File: config.mk
export PLATFORM = sky130hd
export DESIGN_NAME = onehot_to_binary_encoder_flat
export DESIGN_NICKNAME = d
export VERILOG_FILES = /design/src/rtl/onehot_to_binary_encoder_pkg.sv /design/src/rtl/onehot_to_binary_encoder_if.sv /design/src/rtl/sync_2ff.sv /design/src/rtl/onehot_to_binary_encoder.sv /design/src/flat_wrapper.sv
export SDC_FILE = /design/constraint.sdc
export NUM_CORES = 1
export LEC_CHECK = 0
export CAP_MARGIN = 20
export CORE_ASPECT_RATIO = 0.9
export CORE_MARGIN = 1
export CORE_UTILIZATION = 40
export CTS_BUF_LIST = sky130_fd_sc_hd__clkbuf_8
export CTS_CLUSTER_SIZE = 28
export DETAILED_ROUTE_END_ITERATION = 8
export PLACE_DENSITY_LB_ADDON = 0.2
export SLEW_MARGIN = 0
export SYNTH_ARGS = -nofsm -noshare
export SYNTH_HDL_FRONTEND = slang
export SYNTH_SLANG_ARGS = --single-unit
File: constraint.sdc
create_clock -name Clk -period 3.75 [get_ports Clk]
set_clock_uncertainty 0.15 [all_clocks]
set_input_delay 0.5625 -clock Clk [delete_from_list [all_inputs] [get_ports Clk]]
set_output_delay 0.5625 -clock Clk [all_outputs]
set_load 0.05 [all_outputs]
File: src/rtl/onehot_to_binary_encoder_pkg.sv
// Shared definitions for the 2-to-4 select decoder / 4-to-2 request encoder pair:
// FSM state encoding and the one-hot check/encode helpers.
package onehot_to_binary_encoder_pkg;

    localparam logic [1:0] ST_IDLE     = 2'd0;
    localparam logic [1:0] ST_DEBOUNCE = 2'd1;
    localparam logic [1:0] ST_HOLD     = 2'd2;

    typedef enum logic [1:0] {
        IDLE     = ST_IDLE,
        DEBOUNCE = ST_DEBOUNCE,
        HOLD     = ST_HOLD
    } state_t;

    function automatic logic is_onehot4(input logic [3:0] v);
        return (v != 4'd0) && ((v & (v - 4'd1)) == 4'd0);
    endfunction

    // Valid only for one-hot input; a multi-hot vector ORs the codes together.
    function automatic logic [1:0] enc4to2(input logic [3:0] v);
        return {v[3] | v[2], v[3] | v[1]};
    endfunction

endpackage

File: src/rtl/onehot_to_binary_encoder_if.sv
// Request/code bundle of the one-hot encoder. The master drives the raw request
// lines; the slave (the encoder) returns the code and status strobes.
interface onehot_to_binary_encoder_if;

    logic Input_3;
    logic Input_2;
    logic Input_1;
    logic Input_0;
    logic Code_1;
    logic Code_0;
    logic Valid;
    logic Multi_Error;
    logic Busy;

    modport master (
        output Input_3, Input_2, Input_1, Input_0,
        input  Code_1, Code_0, Valid, Multi_Error, Busy
    );

    modport slave (
        input  Input_3, Input_2, Input_1, Input_0,
        output Code_1, Code_0, Valid, Multi_Error, Busy
    );

endinterface

File: src/rtl/sync_2ff.sv
// Two-flop synchroniser for a bus of independent asynchronous board inputs.
// Each bit is synchronised separately; no cross-bit coherence is implied.
module sync_2ff #(
    parameter int WIDTH = 4
) (
    input  logic             Clk,
    input  logic             Rst_n,
    input  logic [WIDTH-1:0] D,
    output logic [WIDTH-1:0] Q
);

    logic [WIDTH-1:0] meta_q, meta_d;
    logic [WIDTH-1:0] sync_q, sync_d;

    always_comb begin
        meta_d = D;
        sync_d = meta_q;
    end

    always_ff @(posedge Clk or negedge Rst_n) begin
        if (!Rst_n) begin
            meta_q <= '0;
            sync_q <= '0;
        end else begin
            meta_q <= meta_d;
            sync_q <= sync_d;
        end
    end

    assign Q = sync_q;

endmodule

File: src/rtl/onehot_to_binary_encoder.sv
// Synchronises and debounces four request lines, then encodes a stable one-hot
// pattern to a 2-bit code with a Valid strobe, or flags a multi-hot pattern.
module onehot_to_binary_encoder
    import onehot_to_binary_encoder_pkg::*;
#(
    parameter int DEBOUNCE_CYCLES = 16,
    parameter int CNT_W           = 5
) (
    input  logic                         Clk,
    input  logic                         Rst_n,
    onehot_to_binary_encoder_if.slave    bus
);

    localparam logic [CNT_W-1:0] CNT_LAST = CNT_W'(DEBOUNCE_CYCLES - 1);

    if (DEBOUNCE_CYCLES < 2 || DEBOUNCE_CYCLES > (1 << CNT_W) - 1) begin : g_bad_param
        $error("DEBOUNCE_CYCLES out of range for CNT_W");
    end

    logic [3:0] raw;
    logic [3:0] s;

    assign raw = {bus.Input_3, bus.Input_2, bus.Input_1, bus.Input_0};

    sync_2ff #(.WIDTH(4)) u_sync (
        .Clk   (Clk),
        .Rst_n (Rst_n),
        .D     (raw),
        .Q     (s)
    );

    state_t           state_q, state_d;
    logic [3:0]       cand_q,  cand_d;
    logic [CNT_W-1:0] cnt_q,   cnt_d;
    logic [1:0]       code_q,  code_d;
    logic             valid_q, valid_d;
    logic             merr_q,  merr_d;
    logic             busy_q,  busy_d;

    always_comb begin
        state_d = state_q;
        cand_d  = cand_q;
        cnt_d   = cnt_q;
        code_d  = code_q;
        valid_d = 1'b0;
        merr_d  = 1'b0;

        case (state_q)
            IDLE: begin
                if (s != 4'd0) begin
                    cand_d  = s;
                    cnt_d   = '0;
                    state_d = DEBOUNCE;
                end
            end

            DEBOUNCE: begin
                if (s == 4'd0) begin
                    state_d = IDLE;
                end else if (s != cand_q) begin
                    cand_d = s;
                    cnt_d  = '0;
                end else if (cnt_q == CNT_LAST) begin
                    cnt_d   = '0;
                    state_d = HOLD;
                    if (is_onehot4(cand_q)) begin
                        code_d  = enc4to2(cand_q);
                        valid_d = 1'b1;
                    end else begin
                        merr_d = 1'b1;
                    end
                end else begin
                    cnt_d = cnt_q + CNT_W'(1);
                end
            end

            HOLD: begin
                // Any activity restarts the release window; only a full quiet
                // period re-arms the encoder for the next press.
                if (s != 4'd0) begin
                    cnt_d = '0;
                end else if (cnt_q == CNT_LAST) begin
                    cnt_d   = '0;
                    state_d = IDLE;
                end else begin
                    cnt_d = cnt_q + CNT_W'(1);
                end
            end

            default: begin
                state_d = IDLE;
                cnt_d   = '0;
            end
        endcase

        busy_d = (state_d != IDLE);
    end

    always_ff @(posedge Clk or negedge Rst_n) begin
        if (!Rst_n) begin
            state_q <= IDLE;
            cand_q  <= '0;
            cnt_q   <= '0;
            code_q  <= 2'b00;
            valid_q <= 1'b0;
            merr_q  <= 1'b0;
            busy_q  <= 1'b0;
        end else begin
            state_q <= state_d;
            cand_q  <= cand_d;
            cnt_q   <= cnt_d;
            code_q  <= code_d;
            valid_q <= valid_d;
            merr_q  <= merr_d;
            busy_q  <= busy_d;
        end
    end

    assign bus.Code_1      = code_q[1];
    assign bus.Code_0      = code_q[0];
    assign bus.Valid       = valid_q;
    assign bus.Multi_Error = merr_q;
    assign bus.Busy        = busy_q;

endmodule

File: src/flat_wrapper.sv
// flat-port wrapper written by rule: the top's interface ports become plain ports
module onehot_to_binary_encoder_flat import onehot_to_binary_encoder_pkg::*;
#(
    parameter int DEBOUNCE_CYCLES = 16,
    parameter int CNT_W           = 5
)
  (Clk, Rst_n, bus_Input_3, bus_Input_2, bus_Input_1, bus_Input_0, bus_Code_1, bus_Code_0, bus_Valid, bus_Multi_Error, bus_Busy);
  onehot_to_binary_encoder_if bus_i ();
  input  logic Clk;
  input  logic Rst_n;
  input wire logic [$bits(bus_i.Input_3)-1:0] bus_Input_3;
  input wire logic [$bits(bus_i.Input_2)-1:0] bus_Input_2;
  input wire logic [$bits(bus_i.Input_1)-1:0] bus_Input_1;
  input wire logic [$bits(bus_i.Input_0)-1:0] bus_Input_0;
  output wire logic [$bits(bus_i.Code_1)-1:0] bus_Code_1;
  output wire logic [$bits(bus_i.Code_0)-1:0] bus_Code_0;
  output wire logic [$bits(bus_i.Valid)-1:0] bus_Valid;
  output wire logic [$bits(bus_i.Multi_Error)-1:0] bus_Multi_Error;
  output wire logic [$bits(bus_i.Busy)-1:0] bus_Busy;
  assign bus_i.Input_3 = bus_Input_3;
  assign bus_i.Input_2 = bus_Input_2;
  assign bus_i.Input_1 = bus_Input_1;
  assign bus_i.Input_0 = bus_Input_0;
  assign bus_Code_1 = bus_i.Code_1;
  assign bus_Code_0 = bus_i.Code_0;
  assign bus_Valid = bus_i.Valid;
  assign bus_Multi_Error = bus_i.Multi_Error;
  assign bus_Busy = bus_i.Busy;
  onehot_to_binary_encoder #(.DEBOUNCE_CYCLES(DEBOUNCE_CYCLES), .CNT_W(CNT_W)) u_core (.Clk(Clk), .Rst_n(Rst_n), .bus(bus_i));
endmodule
# [Yosys cells after proc, flatten, opt, wreduce, memory -nomap -nowiden]
# Cells that the tools add are included.
[op_classes] addsub=2 n_reduce_logical=11 muxes=27 bitwise_logic=5 eq_ne=7
[ops] op="$mux W5" n=5
[ops] op="$pmux W5 S3" n=1
[ops] op="$mux W2" n=6
[ops] op="$mux W4" n=3
[ops] op="$mux W1" n=10
[ops] op="$logic_not A4 Y1" n=2
[ops] op="$pmux W4 S2" n=1
[ops] op="$reduce_bool A4 Y1" n=2
[ops] op="$pmux W2 S3" n=1
[ops] op="$add A5 B1 Y5 const B" n=1
[ops] op="$eq A5 B4 Y1 const B" n=1
[ops] op="$reduce_and A5 Y1" n=1
[ops] op="$and A4 B4 Y4" n=1
[ops] op="$ne A2 B1 Y1 const B" n=2
[ops] op="$ne A4 B4 Y1" n=1
[ops] op="$reduce_and A4 Y1" n=1
[ops] op="$reduce_bool A2 Y1" n=2
[ops] op="$sub A4 B1 Y4 const B" n=1
[ops] op="$eq A2 B1 Y1 const B" n=1
[ops] op="$eq A2 B2 Y1 const B" n=1
[ops] op="$logic_not A2 Y1" n=1
[ops] op="$ne A2 B2 Y1 const B" n=1
[ops] op="$not A1 Y1" n=2
[ops] op="$or A1 B1 Y1" n=2
[ops] op="other kinds (2)" n=2
[totals] reg_bits=24 out_inout_bits=5 word_cells=61

# [Logic depth before layout (Yosys ltp)]
# Gate-level depths: netlist (run 1).
[depth] word_depth=9 depth_mapped=7 ltp_nobuf=7

# [Hierarchy]
# A second synthesis (run 1) with hierarchy kept.
[hier_totals] hier_cells=93 area_unflattened_um2=1162.4
[modules_own_cells] module="onehot_to_binary_encoder" cells_per_inst=85 area_per_inst_um2=962.2 n_inst=1
[modules_own_cells] module="sync_2ff" cells_per_inst=8 area_per_inst_um2=200.2 n_inst=1

# [Least setup slack after synthesis (run 1)]
# OpenSTA, ideal clock, no wires.
[synth_path] path_type="reg-to-reg" start="register u_core.cand_q[0]" end="register u_core.code_q[1]" n_path_buf=2 stages_incl_launch_ff=8 arrival_ns=1.760 setup_ns=0.136 setup_slack_ns=1.704 synth_period_minus_slack_ns=2.046 required_ns=3.464 path_cell_list="dfrtp_1 buf_6 xnor2_2 nand4_2 or4_1 buf_2 o31ai_1 a221oi_2"
[synth_between] elab_chain_cells=5 elab_cells_between_ends=8
[synth_rtl] element="from (decl)" line="onehot_to_binary_encoder.sv:33" text="logic [3:0] cand_q, cand_d;"
[synth_rtl] element="from (signal assigned)" line="onehot_to_binary_encoder.sv:110" text="cand_q <= cand_d;"
[synth_rtl] element="$sub A4 B1 Y4" line="onehot_to_binary_encoder_pkg.sv:16" text="return (v != 4'd0) && ((v & (v - 4'd1)) == 4'd0);"
[synth_rtl] element="$and A4 B4 Y4" line="onehot_to_binary_encoder_pkg.sv:16"
[synth_rtl] element="$logic_not A4 Y1" line="onehot_to_binary_encoder_pkg.sv:16"
[synth_rtl] element="$logic_and A1 B1 Y1" line="onehot_to_binary_encoder_pkg.sv:16"
[synth_rtl] element="$reduce_and A5 Y1 (no line) (*)"
[synth_rtl] element="to (signal assigned)" line="onehot_to_binary_encoder.sv:112" text="code_q <= code_d;"
[synth_rtl] element="to (decl)" line="onehot_to_binary_encoder.sv:35" text="logic [1:0] code_q, code_d;"
# Mark *: on every way between the ends. The rest lies on a longest branch, timed or not.
# A chain may end at the register's enable or synchronous reset.

# [Final worst setup path (run 1)]
[layout_path] start="register u_core.cnt_q[0]" end="register u_core.code_q[1]"
[layout_between] elab_chain_cells=2
[layout_rtl] element="from (decl)" line="onehot_to_binary_encoder.sv:34" text="logic [CNT_W-1:0] cnt_q, cnt_d;"
[layout_rtl] element="from (signal assigned)" line="onehot_to_binary_encoder.sv:111" text="cnt_q <= cnt_d;"
[layout_rtl] element="$eq A5 B4 Y1" line="onehot_to_binary_encoder.sv:63" text="end else if (cnt_q == CNT_LAST) begin"
[layout_rtl] element="$reduce_and A5 Y1 (no line)"
# Every way passes these cells.

==> impl_metrics.json, run 1 <==
{
  "cts_sinks": 24,
  "die_w_microns": 59.2,
  "ir_worst_vdd_mv": 0.237,
  "fin_setup_tns_ps": 0,
  "grt_usage": 0.139,
  "final_hold_viol_count": 0,
  "route.vias.total": 789,
  "synth_seq_area_share": 0.510,
  "p_leak_nw": 0.584,
  "crit_slowest_cell": "or4_1",
  "cts_buffers": 3,
  "clk_path_buf_depth": 2,
  "final_common_cell": "dfrtp_1",
  "final_util": 0.506,
  "maxCapViolations": 0,
  "syn_inst": 102,
  "routed_wl_microns": 1980,
  "period_share": 0.605,
  "clk_latency_ps": 260,
  "ys.flop_type": "dfrtp_1",
  "rsz0062_at_grt": "false",
  "start_util": 0.425,
  "synth.yosys.warnings": 0,
  "crit_fanout": 7,
  "dieArea_sq_um": 3160,
  "relSlewSlack": 0.638,
  "min_path_type": "flop to flop",
  "cellPowerDensity_nw_per_um2": 611,
  "ctsHoldBuffers": 0,
  "crit_buf_inv": 0,
  "setup_ws_ps": 1480,
  "final.min_clock_period_ps": 2270,
  "n_antenna_cell": 0,
  "clk_pin_slew_ps": 80,
  "async_flop_share": 1.00,
  "synth_edf_count": 0,
  "fill_cells": 247,
  "synth_fp_nets": 113,
  "cp_top_family": "simple AND/OR/NAND/NOR gates",
  "worstMarginPinSlew_ps": 539,
  "critPathLaunchType": "flop",
  "synth-seq-cells": 24,
  "drive_gt1_frac": 0.158,
  "pin_count": 11,
  "core_area_sq_um": 2770,
  "dp_hpwl_microns": 1430,
  "first_global_vias": 701,
  "fin_area_sq_um": 1400,
  "cp-end-kind": "flop",
  "antenna_found_initial": 0,
  "power_w": 0.000858,
  "required_ps": 3740,
  "yosysUniqueCellTypes": 37,
  "antenna_left": 0,
  "cpPeakStageDelay_ps": 630,
  "worstPathCellList": "ha_1, nand4b_1, or4_1, o31ai_1, a221oi_2",
  "area_growth_pct": 19.1,
  "regArea_sq_um": 601,
  "post-place-ws_ps": 1510,
  "tritoncts": "yes",
  "grt_pass1_wl_microns": 3190,
  "fp.dieH_microns": 53.5,
  "grt_max_degree": 25,
  "drtPass1Iterations": 4,
  "cp.arrival_ps": 2260,
  "cts_root_buf": "clkbuf_8",
  "crit_type": "flop to flop",
  "io_buffer_count": 10,
  "placed_area_sq_um": 1300,
  "avgSynthCellArea_sq_um": 11.5,
  "grt.overflow.total": 0,
  "multiInputGateArea_sq_um": 542,
  "routed_via_density": 5.12,
  "cts_setup_buffers": 0,
  "post_cts_resized": 0,
  "route.detailed.drc": 0,
  "fin_nets": 126,
  "fp-row-count": 18,
  "final_cell_mix": "dfrtp_1 (24), clkdlybuf4s50_1 (10), nand2_1 (8), nor2_1 (7)",
  "ctsHtreeMaxLevel": 1,
  "drt_iter0_drc": 11,
  "place_congestion": 0.776,
  "status": "complete, no violations",
  "final-setup-viol-count": 0,
  "syn_area_sq_um": 1180,
  "drv_slew": 0,
  "wire_per_inst_microns": 12.9,
  "max_freq_ghz": 0.441
}
-- final cells by class --
| cell class | instances | area share |
|---|---|---|
| Clock buffer | 3 | 0.0294 |
| Clock inverter | 1 | 0.0214 |
| Inverter | 3 | 0.00803 |
| Multi-Input combinational cell | 72 | 0.386 |
| Sequential cell | 24 | 0.428 |
| Tap cell | 40 | 0.0357 |
| Timing Repair Buffer | 11 | 0.0910 |
-- cell usage after synthesis (all sizes together) (2+ instances only) --
cell,n,area (sq um)
nand2,8,30.0
dfrtp,24,601
a211oi,2,20.0
mux2,6,67.6
buf,3,23.8
a31oi,2,12.5
nand4b,2,17.5
o31ai,2,15.0
a21oi,2,10.0
nor3,2,10.0
xnor2,5,58.8
nand2b,2,12.5
or4,2,15.0
nor2,7,26.3
or2,4,25.0
o22ai,2,12.5
nand4,2,18.8
nor2b,3,18.8
nand3,2,10.0
o21ai,4,20.0
ha,5,62.6
inv,3,11.3
-- registers in the layout, summed over array words and instances (netlist names) --
register and count:
u_core.cand_q 4, u_core.u_sync.Q 4, u_core.bus.Valid 1, u_core.state_q 2, u_core.bus.Busy 1, u_core.bus.Multi_Error 1, u_core.cnt_q 5, u_core.code_q 2
u_core.u_sync.meta_q 4
-- layer usage --
metal	global-route usage	vias up	wire length (microns)
met5	0	-	0
met4	0.0357	0	10
met3	0.0440	2	66
met2	0.230	15	938
met1	0.174	385	965
li1	-	387	-
-- path summary, 6_finish.rpt --
kind                       cells past startpoint  slack [ps]                    start                 end
setup reg to reg                               5        1480          u_core.cnt_q[0]    u_core.code_q[1]
setup / recovery                               5        1480          u_core.cnt_q[0]    u_core.code_q[1]
hold / removal                                 0         210  u_core.u_sync.meta_q[1]  u_core.u_sync.Q[1]
max in group asynchronous                      2        2550                    Rst_n  u_core.u_sync.Q[3]
hold reg to reg                                0         210  u_core.u_sync.meta_q[1]  u_core.u_sync.Q[1]
min in group asynchronous                      1         460                    Rst_n     u_core.bus.Busy
-- cells by family (layout without fill, tap and decap cells) --
family          Yosys count  in the layout  share of synthesized area
flops                    24             24                      0.510
compound gates           19             19                      0.119
simple gates             36             36                      0.172
mux                       7              7                     0.0659
xor+xnor                  5              5                     0.0499
fa+ha+maj                 5              5                     0.0531
buf+inv                   6             18                     0.0298
-- power by group --
part           total [W]  internal [W]  switching (W)
combinational   0.000274      0.000137       0.000137
sequential      0.000358      0.000296      0.0000620
clock           0.000225      0.000143      0.0000822
-- per-stage QoR --
step,hold slack (ps),std cells
6_report,205,154
3_3_place_gp,182,149
2_1_floorplan,117,102
4_1_cts,209,153
5_1_grt,225,154
3_5_place_dp,189,149
Power figures use the tool's default switching activity.
==> run 2, diff against run 1 <==
Clock period 3.75 ns to 2.05 ns, I/O delays scaled along.
==> run 2 against run 1 <==
Against the previous run:
- cell area is 13% higher
- largest cell class unchanged
- cell count grew 13%
- worst setup slack got worse by 1400 ps
- global-route usage rose by 2.0 points
- sequential power grew 67%
- wire length increased by 9.3%
- sequential cell count did not move
- combinational power rose to 2.7 times the previous value
- clock-buffer cell count unchanged
- clock power up 81%
- die area unchanged
==> impl_metrics.json, run 2 (synthesis gave the netlist of run 1 again) <==
{
  "status": "complete, no violations",
  "cp.arrival_ps": 1990,
  "first_global_vias": 787,
  "ctsHoldBuffers": 0,
  "cts_buffers": 3,
  "drtPass1Iterations": 3,
  "io_buffer_count": 10,
  "final.min_clock_period_ps": 1980,
  "clk_latency_ps": 260,
  "final-setup-viol-count": 0,
  "dp_hpwl_microns": 1650,
  "required_ps": 2060,
  "routed_wl_microns": 2160,
  "n_antenna_cell": 0,
  "cp-end-kind": "flop",
  "cts_sinks": 24,
  "route.vias.total": 853,
  "switching_power_w": 0.000564,
  "top_register": "u_core.cnt_q",
  "core_area_sq_um": 2770,
  "crit_fanout": 3,
  "hold_depth": 0,
  "fp-row-count": 18,
  "min-delay-start": "u_core.u_sync.meta_q[2]",
  "routed_via_density": 4.90,
  "fp.dieH_microns": 53.5,
  "min_path_type": "flop to flop",
  "clk_pin_slew_ps": 80,
  "grt.overflow.total": 0,
  "grt_usage": 0.159,
  "pin_count": 11,
  "seqPwrFrac": 0.343,
  "hold_path_end": "u_core.u_sync.Q[2]",
  "antenna_found_initial": 0,
  "drv_slew": 0,
  "wire_per_inst_microns": 12.4,
  "grt_pass1_wl_microns": 3590,
  "regToRegSetupSlack_ps": 70,
  "worstMarginPinSlew_ps": 507,
  "drive_gt1_frac": 0.358,
  "worstRegToRegCells": 6,
  "p_int_w": 0.00118,
  "route.detailed.drc": 0,
  "cellPowerDensity_nw_per_um2": 1100,
  "largest_reg_flops": 5,
  "tritoncts": "yes",
  "drt_iter0_drc": 22,
  "ctsHtreeMaxLevel": 1,
  "reg2reg_to": "u_core.bus.Busy",
  "clk_path_buf_depth": 2,
  "place_congestion": 0.760,
  "p_leak_nw": 0.705,
  "p_sw_frac": 0.324,
  "fin_setup_tns_ps": 0,
  "die_w_microns": 59.2,
  "area_growth_pct": 34.6,
  "max_freq_ghz": 0.504,
  "antenna_left": 0,
  "period_share": 0.967,
  "start_util": 0.425,
  "relSlewSlack": 0.661,
  "final_hold_viol_count": 0,
  "final_common_cell": "dfrtp_1",
  "crit_type": "flop to flop",
  "dieArea_sq_um": 3160,
  "ir_worst_vdd_mv": 0.544,
  "cts_root_buf": "clkbuf_8",
  "combPwrFrac": 0.423,
  "fin_nets": 146,
  "final_cell_mix": "dfrtp_1 (23), buf_4 (21), clkdlybuf4s50_1 (9), nand2_1 (8), nor2_1 (6)",
  "reg2reg_from": "u_core.u_sync.Q[3]",
  "p_clk_frac": 0.234,
  "grt_max_degree": 25,
  "critPathLaunchType": "flop",
  "maxCapViolations": 0,
  "whs_ps": 203
}
run 2: metal layers:
metal,routed length [microns],global-route usage,vias to the layer above
met4,20,0.0556,0
met5,0,0,-
met3,70,0.0465,2
met1,1010,0.206,409
met2,1060,0.251,13
li1,-,-,429
run 2: cell type report:
type / instances / area [sq um]
Tap cell: 40 / 50.0
Inverter: 3 / 11.3
Clock buffer: 3 / 41.3
Fill cell: 246 / 1180
Timing Repair Buffer: 31 / 260
Clock inverter: 1 / 30.0
Multi-Input combinational cell: 72 / 591
Sequential cell: 24 / 602
run 2: repair_timing:
action,4_1_cts,5_1_grt
resized for setup,1,11
endpoints found under the setup margin,3,6
buffers inserted,0,0
pin swaps,0,1
run 2: how the worst max path moves through the flow:
stage | cells past startpoint | end | from
2_1_floorplan | 7 | u_core.code_q[1] | u_core.cand_q[0]
3_3_place_gp | 5 | u_core.code_q[1] | u_core.u_sync.Q[0]
3_5_place_dp | 5 | u_core.code_q[1] | u_core.u_sync.Q[0]
4_1_cts | 5 | u_core.code_q[1] | u_core.u_sync.Q[0]
5_1_grt | 6 | u_core.code_q[1] | u_core.u_sync.Q[2]
6_report | 6 | u_core.bus.Busy | u_core.u_sync.Q[3]
run 2: power groups by stage:
stage	Combinational, W	Clock [W]	Sequential, W
finish	0.000735	0.000408	0.000597
CTS	0.000701	0.000423	0.000594
global route	0.000805	0.000439	0.000606
floorplan	0.000435	0	0.000639
detailed placement	0.000698	0	0.000604
global placement	0.000682	0	0.000602
run 2: worst max-delay path: stages (launching register included):
cell and delay (ps):
dfrtp_1 390, buf_4 150, or4_4 480, or2_4 280, o22ai_2 140, a211oi_2 70, or2_1 220
run 2: per-stage QoR:
stage	std cells	total power, W	instance area [sq um]	util	setup slack, ps
after floorplan	102	0.00107	1180	-	3.65
after global placement	170	0.00128	1460	0.528	1.91
after detailed placement	170	0.00130	1460	0.528	-67.5
after CTS	174	0.00172	1540	0.555	15.9
after global routing	174	0.00185	1590	0.572	-1.56
final	174	0.00174	1590	0.572	67.7
